## src/rtl/float_div_16bit.sv

```systemverilog
// float_div_16bit: IEEE binary16 divider, restoring radix-2,
// one quotient bit per cycle, valid/ready on both sides.
package fpu_types_pkg;
  localparam int HALF_FLOAT_W    = 16;
  localparam int HALF_EXPONENT_W = 5;
  localparam int HALF_FRACTION_W = 10;

  typedef enum logic [2:0] {
    IDLE,
    PREP,
    ITER,
    ROUND,
    DONE
  } div_state_t;
endpackage

module float_div_16bit
  import fpu_types_pkg::*;
(
  input  logic                    CLK,
  input  logic                    nRST,
  input  logic                    in_valid,
  output logic                    in_ready,
  input  logic [HALF_FLOAT_W-1:0] dividend,
  input  logic [HALF_FLOAT_W-1:0] divisor,
  output logic                    out_valid,
  input  logic                    out_ready,
  output logic [HALF_FLOAT_W-1:0] quotient,
  output logic [4:0]              flags
);

  localparam int EW = HALF_EXPONENT_W;
  localparam int FW = HALF_FRACTION_W;

  div_state_t state, state_nx;

  logic [HALF_FLOAT_W-1:0] a_r, b_r;
  logic                    s_r;
  logic signed [6:0]       exp_r;
  logic [FW:0]             m2_r;
  logic [FW+1:0]           rem_r, q_r;
  logic [3:0]              cnt;
  logic [HALF_FLOAT_W-1:0] res_r;
  logic [4:0]              flg_r;

  function automatic logic [3:0] lzc11(input logic [FW:0] m);
    lzc11 = 4'd0;
    for (int i = 0; i <= FW; i++)
      if (m[i]) lzc11 = 4'(FW - i);
  endfunction

  logic [EW-1:0]     ea, eb;
  logic [FW-1:0]     fa, fb;
  logic              a_nan, a_inf, a_zero;
  logic              b_nan, b_inf, b_zero;
  logic [3:0]        sha, shb;
  logic [FW:0]       ma, mb;
  logic signed [6:0] xa, xb, exp_p;
  logic              lt;
  logic [FW+1:0]     m1_p;
  logic              s_x;
  logic              special;
  logic [15:0]       sp_res;
  logic [4:0]        sp_flg;

  assign ea = a_r[14:10];
  assign fa = a_r[9:0];
  assign eb = b_r[14:10];
  assign fb = b_r[9:0];
  assign s_x = a_r[15] ^ b_r[15];

  // Classify, normalize subnormals, form the biased quotient exponent
  always_comb begin
    a_nan  = (ea == 5'h1F) && (fa != 0);
    a_inf  = (ea == 5'h1F) && (fa == 0);
    a_zero = (ea == 5'h00) && (fa == 0);
    b_nan  = (eb == 5'h1F) && (fb != 0);
    b_inf  = (eb == 5'h1F) && (fb == 0);
    b_zero = (eb == 5'h00) && (fb == 0);
    sha = (ea == 0) ? lzc11({1'b0, fa}) : 4'd0;
    shb = (eb == 0) ? lzc11({1'b0, fb}) : 4'd0;
    ma = (ea == 0) ? ({1'b0, fa} << sha) : {1'b1, fa};
    mb = (eb == 0) ? ({1'b0, fb} << shb) : {1'b1, fb};
    xa = (ea == 0) ? 7'sd1 - $signed({3'b0, sha})
                   : $signed({2'b0, ea});
    xb = (eb == 0) ? 7'sd1 - $signed({3'b0, shb})
                   : $signed({2'b0, eb});
    lt = ma < mb;
    m1_p = lt ? {ma, 1'b0} : {1'b0, ma};
    exp_p = xa - xb + 7'sd15 - (lt ? 7'sd1 : 7'sd0);
  end

  // Special-operand results, highest priority first
  always_comb begin
    special = 1'b1;
    sp_res  = 16'h0000;
    sp_flg  = 5'b00000;
    if (a_nan || b_nan || (a_zero && b_zero) ||
        (a_inf && b_inf)) begin
      sp_res = 16'hFFFF;
      sp_flg = 5'b10000;
    end else if (b_zero && !a_inf) begin
      sp_res = {s_x, 5'h1F, 10'h000};
      sp_flg = 5'b01000;
    end else if (a_inf) begin
      sp_res = {s_x, 5'h1F, 10'h000};
    end else if (a_zero || b_inf) begin
      sp_res = 16'h0000;
    end else begin
      special = 1'b0;
    end
  end

  logic          ge;
  logic [FW+1:0] diff, rem_nx;

  // One restoring-division step
  always_comb begin
    ge     = rem_r >= {1'b0, m2_r};
    diff   = ge ? rem_r - {1'b0, m2_r} : rem_r;
    rem_nx = diff << 1;
  end

  logic signed [6:0] sh;
  logic [FW+1:0]     qs;
  logic              lost, g, nx;
  logic [EW-1:0]     ef;
  logic [14:0]       sum;
  logic [15:0]       rnd_res;
  logic [4:0]        rnd_flg;

  // Denormalize, round half-up on guard, detect overflow/underflow
  always_comb begin
    sh      = 7'sd0;
    qs      = q_r;
    lost    = 1'b0;
    ef      = exp_r[4:0];
    g       = 1'b0;
    nx      = 1'b0;
    sum     = 15'd0;
    rnd_res = 16'h0000;
    rnd_flg = 5'b00000;
    if (exp_r >= 7'sd31) begin
      rnd_res = {s_r, 5'h1F, 10'h000};
      rnd_flg = 5'b00101;
    end else begin
      if (exp_r <= 7'sd0) begin
        sh = 7'sd1 - exp_r;
        ef = 5'd0;
        if (sh > 7'sd12) begin
          qs   = '0;
          lost = 1'b1;
        end else begin
          qs   = q_r >> sh;
          lost = |(q_r & ~(12'hFFF << sh));
        end
      end
      g   = qs[0];
      nx  = g | lost | (|rem_r);
      sum = {ef, qs[10:1]} + {14'd0, g};
      rnd_res = {s_r, sum};
      rnd_flg = {2'b00, sum[14:10] == 5'h1F,
                 (sum[14:10] == 5'h00) && nx, nx};
    end
  end

  // State register
  always_ff @(posedge CLK or negedge nRST) begin
    if (!nRST) state <= IDLE;
    else       state <= state_nx;
  end

  // Next-state logic
  always_comb begin
    state_nx = state;
    unique case (state)
      IDLE:  if (in_valid) state_nx = PREP;
      PREP:  state_nx = special ? DONE : ITER;
      ITER:  if (cnt == 4'd11) state_nx = ROUND;
      ROUND: state_nx = DONE;
      DONE:  if (out_ready) state_nx = IDLE;
      default: state_nx = IDLE;
    endcase
  end

  // Handshake outputs; results are gated to zero when not valid
  always_comb begin
    in_ready  = (state == IDLE);
    out_valid = (state == DONE);
    quotient  = out_valid ? res_r : 16'h0000;
    flags     = out_valid ? flg_r : 5'b00000;
  end

  // Operand capture and datapath registers
  always_ff @(posedge CLK or negedge nRST) begin
    if (!nRST) begin
      a_r   <= '0;
      b_r   <= '0;
      s_r   <= 1'b0;
      exp_r <= '0;
      m2_r  <= '0;
      rem_r <= '0;
      q_r   <= '0;
      cnt   <= '0;
      res_r <= '0;
      flg_r <= '0;
    end else begin
      unique case (state)
        IDLE: begin
          if (in_valid) begin
            a_r <= dividend;
            b_r <= divisor;
          end
        end
        PREP: begin
          s_r   <= s_x;
          exp_r <= exp_p;
          m2_r  <= mb;
          rem_r <= m1_p;
          q_r   <= '0;
          cnt   <= '0;
          if (special) begin
            res_r <= sp_res;
            flg_r <= sp_flg;
          end
        end
        ITER: begin
          q_r   <= {q_r[10:0], ge};
          rem_r <= rem_nx;
          cnt   <= cnt + 4'd1;
        end
        ROUND: begin
          res_r <= rnd_res;
          flg_r <= rnd_flg;
        end
        default: ;
      endcase
    end
  end

endmodule

```

## config.mk

```make
export PLATFORM = sky130hd
export DESIGN_NAME = float_div_16bit
export DESIGN_NICKNAME = d
export VERILOG_FILES = /design/src/rtl/float_div_16bit.sv
export SDC_FILE = /design/constraint.sdc
export NUM_CORES = 1
export LEC_CHECK = 0
export CAP_MARGIN = 20
export CORE_UTILIZATION = 35
export DETAILED_ROUTE_END_ITERATION = 7
export HOLD_SLACK_MARGIN = 0.02
export PLACE_DENSITY_LB_ADDON = 0.25
export SLEW_MARGIN = 20
export SYNTH_ARGS = -nofsm -noshare
export SYNTH_HDL_FRONTEND = slang
export SYNTH_SLANG_ARGS = --single-unit
```

## constraint.sdc

```tcl
create_clock -name CLK -period 7.6 [get_ports CLK]
set_input_delay 1.52 -clock CLK [delete_from_list [all_inputs] [get_ports CLK]]
set_output_delay 1.52 -clock CLK [all_outputs]
set_load 0.005 [all_outputs]
```

* After elaboration in Yosys (flattened, before gate mapping)
Cells that the tools add are included.
** Operators by class
- $add $sub $neg :: 9
- Magnitude comparators :: 5
- Eq/ne operators :: 12
- Shift-type cells :: 4
- Mux-type cells :: 62
- Bitwise operators :: 5
- Reductions and logical operators :: 30
** Operators by type and width (number)
- 4-bit two-way mux :: 23
- 16-bit two-way mux :: 5
- 11-bit two-way mux :: 6
- 12-bit case mux with 2 select lines :: 2
- 16-bit case mux with 2 select lines :: 1
- 5-bit two-way mux :: 5
- 12-bit OR reduction :: 2
- 10-bit by 4-bit << shifter with 11-bit output :: 2
- 10-bit zero test :: 2
- 10-bit nonzero test :: 2
- 15-bit by 1-bit adder with 15-bit output :: 1
- 5-bit == test (second input constant) :: 3
- 5-bit zero test :: 3
- 15-bit two-way mux :: 1
- 3-bit two-way mux :: 5
- 3-bit case mux with 5 select lines :: 1
- 7-bit two-way mux :: 2
- 12-bit AND :: 1
- 12-bit by 11-bit greater-or-equal comparator with 1-bit output :: 1
- 12-bit two-way mux :: 1
- 12-bit inverter :: 1
- 12-bit by 7-bit << shifter with 12-bit output (first input constant) :: 1
- 12-bit by 7-bit >> shifter with 11-bit output :: 1
- 11-bit less-than comparator :: 1
- other kinds (28) :: 54
** Storage, ports and cells
- Bits in registers :: 103
- Word-level logic and storage cells :: 138

* Logic depth before layout (Yosys ltp)
- Depth in word-level cells :: 16
- Gate-level depth with buffers :: 27

* Worst setup path before layout
OpenSTA, ideal clock, no wires.
- Path kind :: reg2reg
- Start :: register b_r[0]
- End :: register exp_r[5]
- Setup time :: 136 ps
- Arrival time :: 5405 ps
- Data required time :: 7464 ps
- Setup slack :: 2059 ps
- Cell stages (with the launch flop) :: 26
- Path buffers :: 2
- Period minus slack after synthesis :: 5541 ps
- Cell sequence :: dfrtp_1 > nor3b_1 > o31a_1 > o311ai_1 > clkbuf_1 > mux2i_1 > mux2i_1 > nand2_1 > o211ai_1 > o21ai_0 > ha_1 > a21o_1 > a21o_1 > a21oi_1 > o211ai_1 > a41oi_2 > clkbuf_1 > ha_1 > inv_1 > ha_1 > ha_1 > fa_1 > a21o_1 > a21oi_1 > xor2_1 > o21ai_0
** On the way
- Longest elaborated chain between the ends :: 16
** Ends and longest elaborated chain
- from (decl) :: line 37 : logic [HALF_FLOAT_W-1:0] a_r, b_r;
- from (signal assigned) :: line 212 : b_r <= divisor;
- 4-bit two-way mux (10 in a row) :: line 49 : if (m[i]) lzc11 = 4'(FW - i);
- 4-bit two-way mux :: line 81 : shb = (eb == 0) ? lzc11({1'b0, fb}) : 4'd0;
- 1-bit by 4-bit subtractor with 5-bit output or 10-bit by 4-bit << shifter with 11-bit output (tied branches) :: line 86, 83
- 7-bit two-way mux or 11-bit two-way mux (tied branches) :: line 86, 83
- 7-bit subtractor or 11-bit less-than comparator (tied branches) :: line 90, 88
- 7-bit by 5-bit adder with 7-bit output or 1-bit two-way mux (tied branches) :: line 90 : exp_p = xa - xb + 7'sd15 - (lt ? 7'sd1 : 7'sd0);
- 7-bit by 2-bit subtractor with 7-bit output (*) :: line 90
- to (signal assigned) :: line 217 : exp_r <= exp_p;
- to (decl) :: line 39 : logic signed [6:0] exp_r;
Every way passes the cells marked *; elsewhere a longest branch is shown, timed or not.
A chain may end at the register's enable or synchronous reset.

* Worst setup path in the final report
- Start :: register b_r[10]
- End :: register exp_r[5]
** On the way
- Longest elaborated chain between the ends :: 7
** Ends and longest elaborated chain (line)
- 5-bit zero test :: 81, 83, 86
- 4-bit two-way mux :: 81
- 1-bit by 4-bit subtractor with 5-bit output or 10-bit by 4-bit << shifter with 11-bit output (tied branches) :: 86, 83
- 7-bit two-way mux or 11-bit two-way mux (tied branches) :: 86, 83
- 7-bit subtractor or 11-bit less-than comparator (tied branches) :: 90, 88
- 7-bit by 5-bit adder with 7-bit output or 1-bit two-way mux (tied branches) :: 90
- 7-bit by 2-bit subtractor with 7-bit output (*) :: 90
Marked as above.

==> qor.yml <==
clock-sinks: 103
track_usage_pct: 18.6
ys_ff_latch: 103
fin_area_mm2: 0.00931
drt_iter0_markers: 477
drt_wl_total_um: 21500
syn_inst: 948
most-common-layout-cells: "dfrtp_1 (103), nand2_1 (89), nor2_1 (72)"
critical_path_class: "flip-flop to flip-flop"
use_met2_pct: 27.9
rsz0062_at_grt: "no"
cap_violations: 0
place.detailed.hpwl_um: 16000
ys_warn_count: 0
grt_pass1_vias: 6687
post_cts_buffers: 0
cp-end-kind: "flip-flop"
fp.dieArea_mm2: 0.0240
status: "finished, final reports clean"
synth_edf_count: 0
ctsLongestPathBuffers: 2
cts_tree: "done"
drive_above_1_share_pct: 9.37
clkLatencyLatePin_ns: 0.36
gr-total-overflow: 0
drv_slew: 0
fp.dieH_um: 155
required_ns: 7.83
drc_errors: 0
placed_area_mm2: 0.00901
num_rows: 55
insertedDiodeCount: 0
whs_path_depth: 1
fin_crit_sh_pct: 74.8
p_per_area_mw_per_mm2: 475
fmax_mhz: 176
min_period_ns: 5.68
yosys.cell_types.count: 77
tightest_slew_ns: 1.09
die_w_um: 155
holdWs_ns: 0.475
via_per_inst: 5.58
syn-cell-area_mm2: 0.00819
final-setup-viol-count: 0
initial_utilization_pct: 35.9
hold_buffers: 0
critPathArrivalTime_ns: 5.91
peakVddDrop_v: 0.000195
busiest_layer: "met2"
wl_per_cell_um: 16.8
antenna_left: 0
tns_ns: 0
port_buffers: 58
clkTransAtPathRegs_ns: 0.08
final_common_cell: "dfrtp_1"
ff2ff_path_depth: 24
use_met3_pct: 2.84
h-tree-depth: 3
io_pins: 59
grt_pass1_wl_um: 35800
ctsResizeCount: 0
cts_made_buffers: 9
antenna_found_initial: 0
avgSynthCellArea_um2: 8.64
synthFlopType: "dfrtp_1"
hold_path.class: "flip-flop to flip-flop"
critPathLaunchType: "flip-flop"
yosysSeqAreaShare_pct: 31.5
core_mm2: 0.0228
hold_violations: 0
timing.slew.headroom_pct: 26.9
grt_max_degree: 72
power_mw: 4.42
fin_nets: 1048
syn_nets: 1030
leakagePower_nw: 3.96
worstPathMaxFanout: 19
cts_root_buffer: "clkbuf_16"
via_count: 7168
dr.pass1.iters: 5
clock_skew_ns: 0.0153
synth_async_sr_flop_share_pct: 100
finalWeightedCongestion: 0.957
use_met1_pct: 26.9
area_growth_pct: 13.8
power by group:
group	leakage (nW)	switching, mW	total (mW)	internal [mW]
Clock	0.136	0.228	0.457	0.229
Combinational	2.56	1.52	2.77	1.26
Sequential	1.26	0.390	1.20	0.807
sequential cells by signal (all words and copies together) (netlist names):
name   flops
a_r       16
b_r       16
cnt        4
exp_r      7
flg_r      5
m2_r      11
q_r       12
rem_r     12
res_r     16
s_r        1
state      3
stage by stage:
step           util (%)  instances  setup WS, ns
2_1_floorplan         -        948          2.06
4_1_cts            40.8       1284          1.78
6_report           40.9       1284          1.92
3_5_place_dp       39.6       1268          1.79
3_3_place_gp       39.6       1268          1.86
5_1_grt            40.9       1284          1.33
critical path: stages (launching register included):
cell and delay, ns:
dfrtp_1 0.41, nor3_1 0.23, and2_0 0.63, o311ai_4 0.40
mux2i_1 0.29, mux2i_1 0.13, o21ai_0 0.23, o21ai_0 0.13
a22oi_1 0.27, ha_1 0.30, nand4_1 0.13, nor2_1 0.08
a21oi_1 0.12, o211ai_1 0.12, a41oi_2 0.16, buf_4 0.25
ha_1 0.17, inv_1 0.04, ha_1 0.27, ha_1 0.23
fa_1 0.40, a21o_1 0.17, a21oi_1 0.16, xor2_1 0.15
o21ai_0 0.08
cell usage after synthesis (all sizes together) (11+ instances only):
| master | number | area (um^2) |
|---|---|---|
| a21o | 20 | 150 |
| ha | 43 | 538 |
| a21oi | 56 | 292 |
| or3 | 13 | 81.3 |
| nand3 | 21 | 118 |
| mux2i | 40 | 400 |
| inv | 41 | 154 |
| nor3 | 16 | 80.1 |
| a22o | 18 | 158 |
| dfrtp | 103 | 2580 |
| mux2 | 39 | 439 |
| nor4 | 12 | 75.1 |
| o211ai | 11 | 82.6 |
| nor2b | 17 | 106 |
| nor2 | 72 | 270 |
| a22oi | 11 | 82.6 |
| clkbuf | 52 | 196 |
| xnor2 | 15 | 131 |
| nand2 | 89 | 334 |
| and2 | 28 | 175 |
| o21ai | 67 | 335 |
kinds of logic (layout without fill, tap and decap cells):
kind of cell	after synthesis	in the layout	synth area share (%)
xor gates and xnor gates	24	24	2.57
muxes	86	86	12.2
and+or+nand+nor	314	314	19.2
AOI/OAI and AO/OA	270	270	22.2
buffers and inverters	104	127	4.95
adders and majority gates	47	47	7.43
DFF	103	103	31.5
worst paths after layout:
kind | slack (ns) | start | endpoint
max in group asynchronous | 5.23 | nRST | res_r[7]$_DFFE_PN0P_
min reg2reg | 0.47 | res_r[13]$_DFFE_PN0P_ | res_r[13]$_DFFE_PN0P_
min in group asynchronous | 1.09 | nRST | m2_r[4]$_DFFE_PN0P_
min | 0.47 | res_r[13]$_DFFE_PN0P_ | res_r[13]$_DFFE_PN0P_
max reg2reg | 1.92 | b_r[10]$_DFFE_PN0P_ | exp_r[5]$_DFFE_PN0P_
max | 1.92 | b_r[10]$_DFFE_PN0P_ | exp_r[5]$_DFFE_PN0P_
layout make-up:
type,count,area [um^2]
repair buffers,69,661
clock inverters,6,53.8
clock buffers,10,229
flip-flops and latches,103,2580
well taps,313,392
inverters,42,158
fillers,2328,13500
multi-input cells,741,5240
routing by layer:
layer | vias up | part of all wire, %
met5 | - | 0
met4 | 0 | 3.1
met3 | 39 | 5.1
met2 | 229 | 43
met1 | 3373 | 48
li1 | 3527 | -
No activity file was read; power rests on OpenSTA's default activity.
